===== src/rtl/instruction_memory_param.sv =====
// Parametrised instruction store: self-initialises after reset, then serves fetches
// through a registered valid/ready read port, with a run-time load port and fault flag.
module instruction_memory_param #(
    parameter int DATA_WIDTH = 32,
    parameter int DEPTH      = 128,
    parameter int INIT_MULT  = 3,
    parameter int IDX_W      = $clog2(DEPTH)
) (
    input  logic                  Clk,
    input  logic                  Reset,
    input  logic                  ReqValid,
    output logic                  ReqReady,
    input  logic [31:0]           Address,
    output logic                  RespValid,
    input  logic                  RespReady,
    output logic [DATA_WIDTH-1:0] Instruction,
    output logic                  Fault,
    input  logic                  LoadEn,
    input  logic [31:0]           LoadAddr,
    input  logic [DATA_WIDTH-1:0] LoadData,
    output logic                  InitDone
);

    typedef enum logic {ST_INIT, ST_READY} state_t;

    state_t                r_state;
    logic [IDX_W-1:0]      r_ptr;
    logic [DATA_WIDTH-1:0] r_mem [DEPTH];
    logic                  r_resp_valid;
    logic [DATA_WIDTH-1:0] r_instr;
    logic                  r_fault;

    logic                  w_req_ready;
    logic                  w_accept;
    logic                  w_fetch_bad;
    logic                  w_load_bad;
    logic [IDX_W-1:0]      w_fetch_idx;
    logic [IDX_W-1:0]      w_load_idx;
    logic [DATA_WIDTH-1:0] w_init_word;
    logic                  w_mem_we;
    logic [IDX_W-1:0]      w_mem_idx;
    logic [DATA_WIDTH-1:0] w_mem_data;

    function automatic logic addr_bad(input logic [31:0] a);
        return (a[1:0] != 2'b00) || (|a[31:IDX_W+2]);
    endfunction

    assign w_fetch_bad = addr_bad(Address);
    assign w_load_bad  = addr_bad(LoadAddr);
    assign w_fetch_idx = Address[IDX_W+1:2];
    assign w_load_idx  = LoadAddr[IDX_W+1:2];
    assign w_init_word = DATA_WIDTH'(64'(r_ptr) * 64'(INIT_MULT));

    assign w_req_ready = (r_state == ST_READY) && (!r_resp_valid || RespReady);
    assign w_accept    = ReqValid && w_req_ready;

    // Single write port shared by the init sweep and the load port; loads only in READY.
    always_comb begin
        w_mem_we   = 1'b0;
        w_mem_idx  = r_ptr;
        w_mem_data = w_init_word;
        if (!Reset) begin
            if (r_state == ST_INIT) begin
                w_mem_we = 1'b1;
            end else if (LoadEn && !w_load_bad) begin
                w_mem_we   = 1'b1;
                w_mem_idx  = w_load_idx;
                w_mem_data = LoadData;
            end
        end
    end

    // Memory is not reset; the response register reads the pre-write contents.
    always_ff @(posedge Clk) begin
        if (w_mem_we) begin
            r_mem[w_mem_idx] <= w_mem_data;
        end
    end

    always_ff @(posedge Clk) begin
        if (Reset) begin
            r_state      <= ST_INIT;
            r_ptr        <= '0;
            r_resp_valid <= 1'b0;
            r_instr      <= '0;
            r_fault      <= 1'b0;
        end else begin
            unique case (r_state)
                ST_INIT: begin
                    r_ptr <= r_ptr + IDX_W'(1);
                    if (r_ptr == IDX_W'(DEPTH - 1)) begin
                        r_state <= ST_READY;
                    end
                end
                ST_READY: r_state <= ST_READY;
                default:  r_state <= ST_INIT;
            endcase

            if (w_accept) begin
                r_resp_valid <= 1'b1;
                r_fault      <= w_fetch_bad;
                r_instr      <= w_fetch_bad ? '0 : r_mem[w_fetch_idx];
            end else if (RespReady) begin
                r_resp_valid <= 1'b0;
            end
        end
    end

    assign ReqReady    = w_req_ready;
    assign RespValid   = r_resp_valid;
    assign Instruction = r_instr;
    assign Fault       = r_fault;
    assign InitDone    = (r_state == ST_READY);

endmodule

===== config.mk =====
export PLATFORM = sky130hd
export DESIGN_NAME = instruction_memory_param
export DESIGN_NICKNAME = d
export VERILOG_FILES = /design/src/rtl/instruction_memory_param.sv
export SDC_FILE = /design/constraint.sdc
export NUM_CORES = 2
export LEC_CHECK = 0
export ABC_AREA = 1
export ABC_CLOCK_PERIOD_IN_PS = 6700
export CAP_MARGIN = 10
export CORE_MARGIN = 5
export CORE_UTILIZATION = 36
export DETAILED_ROUTE_END_ITERATION = 8
export SYNTH_ARGS = -nofsm -noshare
export SYNTH_HDL_FRONTEND = slang
export SYNTH_SLANG_ARGS = --single-unit

===== constraint.sdc =====
create_clock -name Clk -period 6.7 [get_ports Clk]
set_input_delay 1.34 -clock Clk [delete_from_list [all_inputs] [get_ports Clk]]
set_output_delay 1.34 -clock Clk [all_outputs]
set_load 0.03 [all_outputs]

==> impl_metrics.tcl <==
set metrics [dict create \
    clock_skew_ns 0.0440 \
    grt-ovfl-total 0 \
    grt_pass1_vias 101075 \
    critPathCaptureType "flip-flop" \
    htree_levels 5 \
    powerDensity_nw_per_um2 288 \
    cp_data_arrival_time_ns 5.12 \
    path_buf_inv 2 \
    cts_setup_buffers 0 \
    synth_common_cells "nand2_1 (4216), edfxtp_1 (4096), nand3_1 (4048)" \
    rsz0062_at_grt "no" \
    drt-pass1-iter-count 6 \
    grt_pass1_wl_um 713000 \
    layout-drive-gt1-share 0.0836 \
    design_area_um2 190000 \
    clock_path_buffers 4 \
    ant_nets 0 \
    yosys_register_bits 4138 \
    yosysWarnings 0 \
    clk_latency_ns 0.96 \
    cpPeakStageDelay_ns 1.01 \
    clkTransAtPathRegs_ns 0.06 \
    io_pins 137 \
    initial_core_util 0.361 \
    dieArea_um2 474000 \
    holdCritPathClass "reg2reg" \
    n_fill_cell 42091 \
    finalCritPeriodShare 0.677 \
    io_buffers 136 \
    finalWirelength_um 497000 \
    yosysTopAreaCell "edfxtp_1" \
    synth.distinct_cells 37 \
    setup-violations-final 0 \
    wl_per_cell_um 24.6 \
    die_w_um 689 \
    drc 0 \
    max-slew-margin-rel 0.144 \
    drtIter0Drc 14278 \
    cts_buffers 423 \
    via_per_inst 5.39 \
    synth_edf_count 4096 \
    max_freq_mhz 220 \
    ys_top_cells_by_area "edfxtp_1 (74%), nand3_1 (12%), nand2_1 (9.5%)" \
    path_cells "clkdlybuf4s50_1 > nor4_1 > nand3b_1 > nor2_4 > nand3_1 > nand2_2 > nand2_1 > inv_2 > nand2_1 > nor2_4" \
    placed_cell_area_um2 176000 \
    synth_fp_nets 13813 \
    path_class "in2reg" \
    finalSetupTns_ns 0 \
    cts_root_buffer "clkbuf_16" \
    finalWeightedCongestion 0.904 \
    grt_max_degree 182 \
    chipHeight_um 689 \
    nets 13831 \
    synth_top_area_frac 0.742 \
    track_usage 0.202 \
    crit_family "simple AND/OR/NAND/NOR gates" \
    syn_area_um2 166000 \
    cts_sinks 4138 \
    slew_viol_final 0 \
    cts_resized 0 \
    period_minus_slack_ns 4.54 \
    tightest_slew_ns 1.28 \
    max_cap_viol_count 0 \
    antenna_found_initial 19 \
    cp.required_ns 7.28 \
    crit_path_max_fanout 32 \
    via_count 108967 \
    area_delta_synth_final_pct 14.4 \
    yosysMostFrequentCell "nand2_1" \
    core_um2 460000 \
    num_rows 249 \
    hold_buffers 0 \
    ys_seq_area_frac 0.747 \
    peakVddDrop_v 0.000225 \
    syn_area_per_cell_um2 12.1 \
    dp_hpwl_um 279000 \
    ys_dominant_reg_cell "edfxtp_1" \
    slowest_stage "nor2_4" \
    finalHoldViolCount 0 \
    async_flop_share 0 \
    power_mw 54.6 \
    start_kind "input port" \
    status "complete, no violations" \
    tritoncts "built" \
    p_leak_nw 64.7 \
    syn_inst 13703 \
]
power breakdown:
group          internal [mW]  switching (mW)  total (mW)
registers               28.2          0.0123        28.2
logic                  0.799            2.40        3.19
clock network           13.3            9.86        23.2
area by class of cell:
| class | count | area [um2] | share of cell area |
|---|---|---|---|
| antenna | 3 | 7.51 | 0.0000396 |
| inverter | 59 | 267 | 0.00141 |
| timing repair buffer | 516 | 5410 | 0.0285 |
| clock buffer | 543 | 11200 | 0.0591 |
| sequential | 4138 | 124000 | 0.653 |
| tap | 6149 | 7690 | 0.0406 |
| multi-input combinational | 8583 | 39000 | 0.206 |
| clock inverter | 227 | 2240 | 0.0118 |
layer usage:
layer,up-vias,global-route usage,routed length (um)
met2,5253,0.314,227000
met3,772,0.0332,46600
met4,4,0.0765,20300
met5,-,0,23
met1,53870,0.285,203000
li1,49068,-,-
registers in the layout, indices dropped and copies added, names as in the netlist:
register     count
r_mem         4096
Instruction     32
r_ptr            7
Fault            1
InitDone         1
RespValid        1
stage by stage:
step | cells | util | hold slack, ns | setup slack [ns]
after CTS | 20215 | 0.413 | 0.479 | 2.28
after detailed placement | 19445 | 0.383 | 0.467 | 1.25
after floorplan | 13703 | - | 0.483 | 0.372
final | 20218 | 0.413 | 0.476 | 2.16
after global placement | 19445 | 0.383 | 0.464 | 1.16
after global routing | 20216 | 0.413 | 0.501 | 2.04
final timing paths:
| check | slack (ns) | from | to | cells past startpoint |
|---|---|---|---|---|
| hold / removal | 0.48 | Instruction[23]$_SDFFE_PP0P_ | Instruction[23]$_SDFFE_PP0P_ | 2 |
| hold reg to reg | 0.48 | Instruction[23]$_SDFFE_PP0P_ | Instruction[23]$_SDFFE_PP0P_ | 2 |
| setup reg to reg | 2.81 | InitDone$_SDFF_PP0_ | r_mem[120][8]$_DFFE_PP_ | 7 |
| setup / recovery | 2.16 | LoadAddr[22] | r_mem[30][31]$_DFFE_PP_ | 10 |
placed cells by master (no fill, tap or decap), types with 12 or more instances in the layout:
cell type / n
clkbuf_16: 430
edfxtp_1: 4096
nand2_2: 23
inv_1: 46
nor2_1: 20
buf_4: 287
inv_6: 12
clkinv_1: 92
bufinv_16: 39
buf_12: 94
clkbuf_1: 110
nand3_1: 4048
clkdlybuf4s50_1: 128
nand2_1: 4215
dfxtp_1: 42
a21oi_1: 45
nor2_4: 157
clkinv_2: 68
worst register-to-register path, delay by kind of cell, from the launching register on:
| family | cells | cell delay [ns] |
|---|---|---|
| flip-flops | 1 | 0.34 |
| buffers and inverters | 4 | 2.33 |
| AO/OA/AOI/OAI | 1 | 0.31 |
| AND/OR/NAND/NOR | 2 | 0.37 |
cells by family after synthesis:
kind of cell / after synthesis / synth area share
AOI/OAI and AO/OA: 61 / 0.00214
xor gates and xnor gates: 4 / 0.000211
adders and majority gates: 9 / 0.000724
buffers and inverters: 982 / 0.0254
DFF: 4138 / 0.747
muxes: 5 / 0.000339
and+or+nand+nor: 8504 / 0.225
Power figures use the tool's default switching activity.
